--- src/rtl/soc_bus_bridge_pkg.sv ---
// Shared types and constants for the single-master data-bus bridge.
package soc_bus_bridge_pkg;
   localparam int ADDR_W = 32;
   localparam int DATA_W = 32;
   localparam int BE_W   = 4;
   localparam logic [DATA_W-1:0] BRIDGE_ERR_RD_DATA = 32'hDEADBEEF;

   typedef enum logic [1:0] {ST_IDLE, ST_WAIT, ST_ERR} bridge_state_t;

   // What the bridge remembers about the transfer it is tracking.
   typedef struct packed {
      logic [ADDR_W-1:0] addr;
      logic              wr;
   } req_info_t;

   function automatic int idx_w(input int n);
      return (n > 1) ? $clog2(n) : 1;
   endfunction
endpackage

--- src/rtl/soc_bus_bridge_if.sv ---
// Core-side data bus: the core is the master, the bridge is the slave.
interface soc_bus_bridge_if;
   import soc_bus_bridge_pkg::*;
   logic [ADDR_W-1:0] addr;
   logic [BE_W-1:0]   be;
   logic              wr_en;
   logic [DATA_W-1:0] wr_data;
   logic              rd_en;
   logic [DATA_W-1:0] rd_data;
   logic              busy;
   logic              ack;
   logic              err;

   modport master (output addr, be, wr_en, wr_data, rd_en,
                   input  rd_data, busy, ack, err);
   modport slave  (input  addr, be, wr_en, wr_data, rd_en,
                   output rd_data, busy, ack, err);
endinterface

--- src/rtl/soc_bridge_decoder.sv ---
// Priority address decoder: peripheral i matches on (addr & mask) == base,
// the lowest matching index wins when windows overlap.
module soc_bridge_decoder
   import soc_bus_bridge_pkg::*;
#(
   parameter int NUM = 3,
   parameter int IW  = idx_w(NUM)
)(
   input  logic [ADDR_W-1:0]          addr,
   input  logic [NUM-1:0][ADDR_W-1:0] base,
   input  logic [NUM-1:0][ADDR_W-1:0] mask,
   output logic [NUM-1:0]             hit_oh,
   output logic [IW-1:0]              idx,
   output logic                       miss
);
   logic [NUM-1:0] hit;

   for (genvar g = 0; g < NUM; g++) begin : g_hit
      assign hit[g] = (addr & mask[g]) == base[g];
   end

   // Scan from the top so the lowest hit is the last one written.
   always_comb begin
      hit_oh = '0;
      idx    = '0;
      for (int i = NUM - 1; i >= 0; i--) begin
         if (hit[i]) begin
            hit_oh    = '0;
            hit_oh[i] = 1'b1;
            idx       = IW'(i);
         end
      end
   end

   assign miss = ~|hit;
endmodule

--- src/rtl/soc_bus_bridge.sv ---
// Data-bus to N-peripheral bridge: decodes, tracks one outstanding transfer,
// and turns unmapped or timed-out accesses into error acks.
module soc_bus_bridge
   import soc_bus_bridge_pkg::*;
#(
   parameter int                p_num_periphs = 3,
   parameter int                p_timeout     = 255,
   parameter logic [DATA_W-1:0] p_err_rd_data = BRIDGE_ERR_RD_DATA
)(
   input  logic                                  i_clk,
   input  logic                                  i_rst_n,
   soc_bus_bridge_if.slave                       dbus,
   input  logic [p_num_periphs-1:0][ADDR_W-1:0]  i_base,
   input  logic [p_num_periphs-1:0][ADDR_W-1:0]  i_mask,
   output logic [p_num_periphs-1:0][ADDR_W-1:0]  o_addr,
   output logic [p_num_periphs-1:0][BE_W-1:0]    o_be,
   output logic [p_num_periphs-1:0]              o_wr_en,
   output logic [p_num_periphs-1:0][DATA_W-1:0]  o_wr_data,
   output logic [p_num_periphs-1:0]              o_rd_en,
   input  logic [p_num_periphs-1:0][DATA_W-1:0]  i_rd_data,
   input  logic [p_num_periphs-1:0]              i_busy,
   input  logic [p_num_periphs-1:0]              i_ack,
   output logic [15:0]                           o_err_count,
   output logic [ADDR_W-1:0]                     o_err_addr
);
   localparam int IW = idx_w(p_num_periphs);
   localparam int CW = $clog2(p_timeout);

   bridge_state_t     state_q, state_d;
   logic [IW-1:0]     sel_q, sel_d;
   req_info_t         req_q, req_d;
   logic [CW-1:0]     cnt_q, cnt_d;
   logic [15:0]       err_cnt_q, err_cnt_d;
   logic [ADDR_W-1:0] err_addr_q, err_addr_d;

   logic [p_num_periphs-1:0] hit_oh;
   logic [IW-1:0]            win;
   logic                     miss, req, ack_sel;
   logic                     bus_ack, bus_err, bus_busy;
   logic [DATA_W-1:0]        bus_rd_data;

   soc_bridge_decoder #(.NUM(p_num_periphs), .IW(IW)) u_dec (
      .addr   (dbus.addr),
      .base   (i_base),
      .mask   (i_mask),
      .hit_oh (hit_oh),
      .idx    (win),
      .miss   (miss)
   );

   for (genvar g = 0; g < p_num_periphs; g++) begin : g_port
      assign o_addr[g]    = dbus.addr & ~i_mask[g];
      assign o_be[g]      = dbus.be;
      assign o_wr_data[g] = dbus.wr_data;
   end

   assign req     = dbus.wr_en | dbus.rd_en;
   assign ack_sel = i_ack[sel_q];

   always_comb begin
      state_d     = state_q;
      sel_d       = sel_q;
      req_d       = req_q;
      cnt_d       = cnt_q;
      err_cnt_d   = err_cnt_q;
      err_addr_d  = err_addr_q;
      o_wr_en     = '0;
      o_rd_en     = '0;
      bus_ack     = 1'b0;
      bus_err     = 1'b0;
      bus_busy    = 1'b0;
      bus_rd_data = '0;
      unique case (state_q)
         ST_IDLE: if (req) begin
            req_d = '{addr: dbus.addr, wr: dbus.wr_en};
            cnt_d = '0;
            if (miss) begin
               state_d    = ST_ERR;
               err_addr_d = dbus.addr;
            end else begin
               state_d = ST_WAIT;
               sel_d   = win;
               if (dbus.wr_en) o_wr_en = hit_oh;
               else            o_rd_en = hit_oh;
            end
         end
         ST_WAIT: begin
            if (ack_sel) begin
               bus_ack     = 1'b1;
               bus_rd_data = req_q.wr ? '0 : i_rd_data[sel_q];
               state_d     = ST_IDLE;
            end else begin
               // Peripheral busy is mirrored, but WAIT already holds the core off.
               bus_busy = i_busy[sel_q] | 1'b1;
               cnt_d    = cnt_q + 1'b1;
               if (cnt_q == CW'(p_timeout - 1)) begin
                  state_d    = ST_ERR;
                  err_addr_d = req_q.addr;
               end
            end
         end
         ST_ERR: begin
            bus_ack     = 1'b1;
            bus_err     = 1'b1;
            bus_rd_data = req_q.wr ? '0 : p_err_rd_data;
            if (err_cnt_q != 16'hFFFF) err_cnt_d = err_cnt_q + 16'd1;
            state_d = ST_IDLE;
         end
         default: state_d = ST_IDLE;
      endcase
   end

   always_ff @(posedge i_clk or negedge i_rst_n) begin
      if (!i_rst_n) begin
         state_q    <= ST_IDLE;
         sel_q      <= '0;
         req_q      <= '0;
         cnt_q      <= '0;
         err_cnt_q  <= '0;
         err_addr_q <= '0;
      end else begin
         state_q    <= state_d;
         sel_q      <= sel_d;
         req_q      <= req_d;
         cnt_q      <= cnt_d;
         err_cnt_q  <= err_cnt_d;
         err_addr_q <= err_addr_d;
      end
   end

   assign dbus.ack     = bus_ack;
   assign dbus.err     = bus_err;
   assign dbus.busy    = bus_busy;
   assign dbus.rd_data = bus_rd_data;
   assign o_err_count  = err_cnt_q;
   assign o_err_addr   = err_addr_q;
endmodule

--- src/flat_wrapper.sv ---
// flat-port wrapper written by rule: the top's interface ports become plain ports
module soc_bus_bridge_flat import soc_bus_bridge_pkg::*;
#(
   parameter int                p_num_periphs = 3,
   parameter int                p_timeout     = 255,
   parameter logic [DATA_W-1:0] p_err_rd_data = BRIDGE_ERR_RD_DATA
)
  (i_clk, i_rst_n, i_base, i_mask, o_addr, o_be, o_wr_en, o_wr_data, o_rd_en, i_rd_data, i_busy, i_ack, o_err_count, o_err_addr, dbus_addr, dbus_be, dbus_wr_en, dbus_wr_data, dbus_rd_en, dbus_rd_data, dbus_busy, dbus_ack, dbus_err);
  soc_bus_bridge_if dbus_i ();
  input  logic i_clk;
  input  logic i_rst_n;
  input  logic [p_num_periphs-1:0][ADDR_W-1:0] i_base;
  input  logic [p_num_periphs-1:0][ADDR_W-1:0] i_mask;
  output logic [p_num_periphs-1:0][ADDR_W-1:0] o_addr;
  output logic [p_num_periphs-1:0][BE_W-1:0] o_be;
  output logic [p_num_periphs-1:0] o_wr_en;
  output logic [p_num_periphs-1:0][DATA_W-1:0] o_wr_data;
  output logic [p_num_periphs-1:0] o_rd_en;
  input  logic [p_num_periphs-1:0][DATA_W-1:0] i_rd_data;
  input  logic [p_num_periphs-1:0] i_busy;
  input  logic [p_num_periphs-1:0] i_ack;
  output logic [15:0] o_err_count;
  output logic [ADDR_W-1:0] o_err_addr;
  input wire logic [$bits(dbus_i.addr)-1:0] dbus_addr;
  input wire logic [$bits(dbus_i.be)-1:0] dbus_be;
  input wire logic [$bits(dbus_i.wr_en)-1:0] dbus_wr_en;
  input wire logic [$bits(dbus_i.wr_data)-1:0] dbus_wr_data;
  input wire logic [$bits(dbus_i.rd_en)-1:0] dbus_rd_en;
  output wire logic [$bits(dbus_i.rd_data)-1:0] dbus_rd_data;
  output wire logic [$bits(dbus_i.busy)-1:0] dbus_busy;
  output wire logic [$bits(dbus_i.ack)-1:0] dbus_ack;
  output wire logic [$bits(dbus_i.err)-1:0] dbus_err;
  assign dbus_i.addr = dbus_addr;
  assign dbus_i.be = dbus_be;
  assign dbus_i.wr_en = dbus_wr_en;
  assign dbus_i.wr_data = dbus_wr_data;
  assign dbus_i.rd_en = dbus_rd_en;
  assign dbus_rd_data = dbus_i.rd_data;
  assign dbus_busy = dbus_i.busy;
  assign dbus_ack = dbus_i.ack;
  assign dbus_err = dbus_i.err;
  soc_bus_bridge #(.p_num_periphs(p_num_periphs), .p_timeout(p_timeout), .p_err_rd_data(p_err_rd_data)) u_core (.i_clk(i_clk), .i_rst_n(i_rst_n), .dbus(dbus_i), .i_base(i_base), .i_mask(i_mask), .o_addr(o_addr), .o_be(o_be), .o_wr_en(o_wr_en), .o_wr_data(o_wr_data), .o_rd_en(o_rd_en), .i_rd_data(i_rd_data), .i_busy(i_busy), .i_ack(i_ack), .o_err_count(o_err_count), .o_err_addr(o_err_addr));
endmodule
--- config.mk ---
export PLATFORM = sky130hd
export DESIGN_NAME = soc_bus_bridge_flat
export DESIGN_NICKNAME = d
export VERILOG_FILES = /design/src/rtl/soc_bus_bridge_pkg.sv /design/src/rtl/soc_bus_bridge_if.sv /design/src/rtl/soc_bridge_decoder.sv /design/src/rtl/soc_bus_bridge.sv /design/src/flat_wrapper.sv
export SDC_FILE = /design/constraint.sdc
export NUM_CORES = 1
export LEC_CHECK = 0
export CAP_MARGIN = 10
export CORE_AREA = 2 2 258 260
export CTS_CLUSTER_DIAMETER = 40
export DETAILED_ROUTE_END_ITERATION = 7
export DIE_AREA = 0 0 260 262
export PLACE_DENSITY_LB_ADDON = 0.25
export SYNTH_ARGS = -nofsm -noshare
export SYNTH_HDL_FRONTEND = slang
export SYNTH_SLANG_ARGS = --single-unit
--- constraint.sdc ---
create_clock -name i_clk -period 3.4 [get_ports i_clk]
set_input_delay 0.68 -clock i_clk [delete_from_list [all_inputs] [get_ports i_clk]]
set_output_delay 0.68 -clock i_clk [all_outputs]
set_load 0.05 [all_outputs]
==> key figures, run 1 <==
CTS
  • Max clock buf depth: 2
  • Clock slew at reported path FFs: 0.07 ns
  • Clk_lat worst skew: 0.37 ns
  • CTS hold repair buffers: 0
  • Clk root buf: clkbuf_16
  • TritonCTS clock tree: done
  • Clock sink count: 93
  • H-tree levels: 3
  • CTS buffer count: 9

Logic synthesis
  • Synth cell count leaders: buf_4, nor2b_1, mux2_2
  • EDFF count, synth: 0
  • FFs w/ async S/R, synth: 100%
  • Largest cells by area after synthesis: dfrtp_1, mux2_2, buf_4
  • Top_reg_cell synth: dfrtp_1
  • Top-count cell post-synth: buf_4
  • Cell Area, Synth: 0.0102 mm^2
  • Cells after synthesis: 1238
  • Distinct cells, synth: 55
  • Area leader, netlist: dfrtp_1
  • Mean post-synth cell area: 8.20 um^2
  • #FFs+latches synth: 93
  • Synth Net Count: 1610
  • Sequential-to-total area share from yosys stat: 22.9%
  • Yosys Warn Count: 0
  • Post-synth top area share: 22.9%

STA
  • Pins over their slew limit: 0
  • Max_slew headroom: 53.5%
  • Setup-failing EPs final: 0
  • Post-route setup TNS: 0 ns
  • Unrepaired setup endpoints after global routing: true
  • Fin crit share: 98.4%
  • Hold Vio Cnt, Final: 0
  • Actual slew at the worst max-slew pin: 0.696 ns
  • Setup Skew: 0.00925 ns
  • Tmin final: 3.35 ns
  • Max frequency: 299 MHz
  • Fin Hold WS: 0.305 ns

Power
  • Leakage: 7.63 nW
  • Worst VDD drop: 0.265 mV
  • Pwr per Cell Area: 489 mW/mm^2

Placed design
  • PortBufs: 511
  • Placed Area: 0.0170 mm^2
  • RePlAce Congestion: 0.872
  • Dpl hpwl: 45800 um

Floorplanning
  • Die Width: 260 um
  • # IOs: 659
  • Die span in y: 262 um
  • Core area: 0.0653 mm^2
  • Initial Utilization: 15.6%
  • Die Area: 0.0681 mm^2
  • Rows: 94

Routing
  • Number of DRC markers in iteration 0: 480
  • # DRC: 0
  • Pre-antenna DRT Iters: 5
  • Routed len/inst: 21.1 um
  • Vias post-DR: 11.2k
  • Routed WL: 55000 um
  • Final ANT Viol Nets: 0
  • Vias/cell: 4.31

Finish
  • Fill count: 7040
  • Post-route cell area: 0.0176 mm^2
  • Footprint of the multi-input gates: 0.00666 mm^2
  • FF+latch area: 0.00233 mm^2
  • Share of layout cells above drive strength 1: 33.5%
  • Area Growth Syn to Fin: 73.5%
  • Post-layout nets: 2106

Global routing
  • Initial antenna violation count: 15
  • First-pass GRT wire length: 77700 um
  • Overall global routing resource usage: 15.5%
  • Vias in the first global route: 11.7k
  • Total grt overflow: 0
  • Largest net degree at the start of global routing: 43

Status
  • Outcome: completed

Hold path
  • HP Class: input pin to async pin

Run
  • Max cap viols: 0

Critical path
  • Worst-path fanout max: 3
  • Worst EP required: 2.72 ns
  • Arrival time at the worst endpoint: 2.67 ns
  • Startpoint types: input pin
  • Crit path capture type: primary output
  • Critical path class: input pin to primary output
## logic make-up (layout without fill, tap and decap cells)
| kind of cell | Yosys count | count (layout) | synth area share, % |
|---|---|---|---|
| compound gates | 290 | 290 | 21.7 |
| xor+xnor | 19 | 19 | 1.64 |
| fa+ha+maj | 6 | 6 | 0.740 |
| buf+inv | 247 | 748 | 14.9 |
| flops | 93 | 93 | 22.9 |
| mux | 130 | 130 | 14.0 |
| other cells | 0 | 7 | 0 |
| simple gates | 453 | 453 | 24.1 |
## path summary, 6_finish.rpt
check | slack (ns) | cells after the start | start | to
worst min-delay path | 0.30 | 1 | i_rst_n | u_core.o_err_count[5]
worst min register to register | 0.49 | 1 | u_core.o_err_count[6] | u_core.o_err_count[6]
max in group asynchronous | 2.38 | 2 | i_rst_n | u_core.o_err_addr[20]
worst max register to register | 0.89 | 8 | u_core.state_q[0] | u_core.o_err_addr[18]
worst max-delay path | 0.05 | 10 | i_base[38] | o_rd_en[1]
min in group i_clk | 0.49 | 1 | u_core.o_err_count[6] | u_core.o_err_count[6]
## cells in the final DEF (no fill, tap or decap), types with 12 or more instances in the layout
| cell | n |
|---|---|
| dfrtp_1 | 92 |
| and3b_1 | 24 |
| o22a_1 | 22 |
| nor2_1 | 90 |
| xnor2_1 | 13 |
| nand4_1 | 51 |
| a211oi_2 | 24 |
| nand3_1 | 28 |
| a21oi_2 | 16 |
| o21ai_0 | 25 |
| buf_2 | 24 |
| mux2_2 | 97 |
| dlygate4sd2_1 | 133 |
| o2111ai_2 | 30 |
| clkdlybuf4s15_1 | 26 |
| inv_1 | 40 |
| buf_12 | 89 |
| buf_6 | 29 |
| and3_1 | 47 |
| a21boi_0 | 12 |
| mux2i_1 | 33 |
| a21o_1 | 25 |
| buf_4 | 202 |
| o211ai_1 | 32 |
| nand2_1 | 79 |
| a21oi_1 | 72 |
| clkdlybuf4s50_1 | 161 |
| nor2b_1 | 100 |
## power breakdown
group | total [mW] | internal, mW | switching [mW] | leakage, nW
Sequential | 1.87 | 1.55 | 0.314 | 1.12
Combinational | 5.61 | 2.35 | 3.26 | 6.35
Clock | 1.13 | 0.597 | 0.536 | 0.159
## critical path, cell delays in order
cell and delay, ns:
clkdlybuf4s50_1 0.47, and3_1 0.16, o22a_1 0.16, nand4_1 0.17, buf_4 0.19, nor4_4 0.26
buf_6 0.16, nand2_8 0.08, nor3_4 0.16, buf_12 0.17
## registers in the layout (all words and copies together), names as in the netlist
signal	count
u_core.cnt_q	8
u_core.o_err_count	16
u_core.sel_q	2
u_core.state_q	2
u_core.req_q	33
u_core.o_err_addr	32
## per-layer routing
metal	GRT usage (%)	vias up	wire, um
li1	-	5348	-
met1	16.5	5336	20300
met2	29.2	439	28600
met3	4.21	100	4330
met4	5.24	16	1600
met5	0	-	106
## metrics by stage
| stage | utilization [%] | total power, mW | cells | setup WS, ns |
|---|---|---|---|---|
| final | 27.0 | 8.61 | 2610 | 0.0545 |
| after detailed placement | 26.0 | 7.60 | 2560 | -0.767 |
| after global placement | 26.0 | 7.50 | 2560 | -0.774 |
| after CTS | 26.9 | 8.75 | 2600 | -0.167 |
| after floorplan | - | 5.45 | 1238 | -0.246 |
| after global routing | 27.0 | 9.12 | 2607 | -0.0598 |
## timing repair
action | in CTS | in global routing
resized for setup | 422 | 64
hold endpoints to repair | 0 | 0
setup buffers | 29 | 5
pin swaps | 93 | 38
endpoints found under the setup margin | 39 | 7
gates cloned | 0 | 0
## layout make-up
type	instances	share of cell area [%]
diodes	7	0.0995
inverters	42	0.895
clock buffers	9	1.28
repair buffers	690	40.0
multi-input cells	898	37.8
well taps	864	6.14
clock inverters	7	0.554
flip-flops and latches	93	13.2
Power figures use the tool's default switching activity.
==> run 2, diff against run 1 <==
- CTS_BUF_LIST: default -> sky130_fd_sc_hd__clkbuf_16
- CTS_CLUSTER_SIZE: default -> 16
==> results of run 2 <==
The final DEF is identical to that of run 1; final timing and power are the same.
==> run 3, diff against run 2 <==
- CELL_PAD_IN_SITES_DETAIL_PLACEMENT: default -> 0
- CELL_PAD_IN_SITES_GLOBAL_PLACEMENT: default -> 1
- SYNTH_HIERARCHICAL: default -> 1
==> key figures, run 3 <==
STA
  • Max_slew headroom: 47.1%
  • Max frequency: 273 MHz
  • Setup-failing EPs final: 6
  • Fin crit share: 108%
  • Unrepaired setup endpoints after global routing: true
  • Pins over their slew limit: 0
  • Fin worst setup slack: -0.262 ns
  • Setup Skew: 0.0132 ns
  • Actual slew at the worst max-slew pin: 0.792 ns
  • Fin Hold WS: 0.267 ns
  • Tmin final: 3.66 ns
  • Hold Vio Cnt, Final: 0

Critical path
  • Worst r2r path cells: 6
  • Arrival time at the worst endpoint: 2.98 ns
  • Crit path max-delay family: simple AND/OR/NAND/NOR gates
  • Cell at the slowest stage of the critical path: clkdlybuf4s50_1
  • Crit path capture type: primary output
  • Startpoint types: input pin
  • Levels on crit path: 10
  • Most numerous cell on the critical path: buf_4
  • Worst path cell trace: clkdlybuf4s50_1 > and3b_1 > a211oi_4 > nand4_1 > nor4_4 > buf_4 > nor3b_4 > nor4b_4 > buf_4 > buf_12
  • Worst-path fanout max: 3
  • Critical path class: input pin to primary output
  • Crit path buf inv count: 4
  • Worst EP required: 2.72 ns
  • Slowest Stage Delay on Critical Path: 0.47 ns

Routing
  • Vias post-DR: 9358
  • # DRC: 0
  • Final ANT Viol Nets: 0
  • Vias/cell: 3.98
  • Pre-antenna DRT Iters: 4
  • Routed WL: 49200 um
  • Routed len/inst: 20.9 um
  • Number of DRC markers in iteration 0: 347

Finish
  • Number of flip-flops under the largest register name: 33
  • Largest Register: u_core/req_q
  • Share of layout cells above drive strength 1: 32.8%
  • Final Util: 24.8%
  • Leading cell type in the layout, fill and taps excluded: clkdlybuf4s50_1
  • Post-route cell area: 0.0162 mm^2
  • Area Growth Syn to Fin: 87.6%
  • Post-layout nets: 1853
  • Commonest cells after routing, fill and taps aside: clkdlybuf4s50_1, buf_4, nor2b_1, dfrtp_1, a21oi_1
  • Fill count: 7116

CTS
  • Clock sink count: 93
  • H-tree levels: 3
  • Clock slew at reported path FFs: 0.07 ns
  • TritonCTS clock tree: done
  • Clk root buf: clkbuf_16
  • Clk_lat worst skew: 0.38 ns
  • Max clock buf depth: 2
  • CTS buffer count: 9
  • CTS hold repair buffers: 0

Logic synthesis
  • Mean post-synth cell area: 9.01 um^2
  • #FFs+latches synth: 93
  • Synth Net Count: 1330
  • FFs w/ async S/R, synth: 100%
  • Synth cell count leaders: buf_4, nor2b_1, dfrtp_1
  • Distinct cells, synth: 58
  • Sequential-to-total area share from yosys stat: 27.0%
  • EDFF count, synth: 0
  • Largest cells by area after synthesis: dfrtp_1, buf_4, mux2_2
  • Yosys Warn Count: 6
  • Post-synth top area share: 27.0%
  • Area leader, netlist: dfrtp_1
  • Top_reg_cell synth: dfrtp_1
  • Cell Area, Synth: 0.00863 mm^2
  • Cells after synthesis: 958
  • Top-count cell post-synth: buf_4

Floorplanning
  • Rows: 94
  • # IOs: 659
  • Die span in y: 262 um
  • Initial Utilization: 13.2%
  • Die Width: 260 um
  • Core area: 0.0653 mm^2
  • Die Area: 0.0681 mm^2

Placed design
  • Dpl hpwl: 39900 um
  • RePlAce Congestion: 0.797
  • Placed Area: 0.0153 mm^2
  • PortBufs: 511
  • Setup WS pre-CTS: -1.48 ns

Power
  • Pwr per Cell Area: 486 mW/mm^2
  • Sw Ratio: 45.4%
  • Comb pwr share: 62.7%
  • Clk pwr share: 14.0%
  • Worst VDD drop: 0.216 mV
  • Internal: 4.30 mW
  • Leakage: 7.26 nW
  • Switching power: 3.57 mW
  • Power share of the sequential group: 23.3%

Global routing
  • First-pass GRT wire length: 67700 um
  • Overall global routing resource usage: 13.9%
  • Largest net degree at the start of global routing: 44
  • Total grt overflow: 0
  • Initial antenna violation count: 4
  • Vias in the first global route: 9752

Status
  • Failing checks: negative setup slack
  • Outcome: finished, violations left

Hold path
  • HP Class: input pin to async pin

Run
  • Max cap viols: 0
==> run 3: area by class of cell <==
type | instances | area (um^2) | share of cell area [%]
antenna | 1 | 2.50 | 0.0155
clock buffer | 9 | 225 | 1.39
clock inverter | 7 | 73.8 | 0.456
inverter | 10 | 37.5 | 0.232
multi-input combinational | 715 | 5650 | 34.9
sequential | 93 | 2330 | 14.4
tap | 864 | 1080 | 6.68
timing repair buffer | 652 | 6780 | 41.9
==> run 3: logic make-up after synthesis <==
kind of cell / after synthesis / share of synthesized area (%)
buffers and inverters: 150 / 11.8
adders and majority gates: 6 / 0.870
and+or+nand+nor: 330 / 23.1
muxes: 135 / 18.5
xor gates and xnor gates: 8 / 0.812
AOI/OAI and AO/OA: 236 / 18.0
DFF: 93 / 27.0
==> run 3: path summary, 6_finish.rpt <==
path	startpoint	end	slack (ns)
worst max-delay path	i_mask[82]	o_rd_en[2]	-0.26
worst min-delay path	i_rst_n	u_core/req_q[14]	0.27
worst max register to register	u_core/state_q[0]	u_core/o_err_count[15]	1.10
worst min register to register	u_core/req_q[27]	u_core/req_q[27]	0.50
max in group asynchronous	i_rst_n	u_core/o_err_count[2]	2.36
min in group i_clk	u_core/req_q[27]	u_core/req_q[27]	0.50
==> run 3: metal layers <==
metal / vias up / share of wire [%] / GRT usage, %
met3: 68 / 7.2 / 3.74
met4: 0 / 3.2 / 4.98
met5: - / 0 / 0
met1: 4465 / 38 / 15.1
li1: 4445 / - / -
met2: 380 / 51 / 25.6
==> run 3: through the flow <==
step,cells,setup TNS (ns),power [mW]
after floorplan,958,-0.108,4.80
after CTS,2344,-1.54,8.02
after global placement,2301,-51.45,6.77
after global routing,2351,-1.99,8.27
after detailed placement,2301,-55.77,6.81
final,2351,-1.40,7.87
==> run 3: power groups by stage <==
stage          combinational, mW  sequential [mW]  clock (mW)
6_report                    4.93             1.83        1.10
5_1_grt                     5.18             1.90        1.20
4_1_cts                     5.02             1.84        1.16
3_5_place_dp                4.96             1.86           0
3_3_place_gp                4.93             1.85           0
2_1_floorplan               2.18             2.62           0
==> run 3: repair_timing <==
| item | 4_1_cts | 5_1_grt |
|---|---|---|
| buffers inserted | 25 | 8 |
| setup endpoints to repair | 42 | 15 |
| pin swaps | 57 | 45 |
| gates cloned | 4 | 0 |
| gates resized for setup | 226 | 115 |
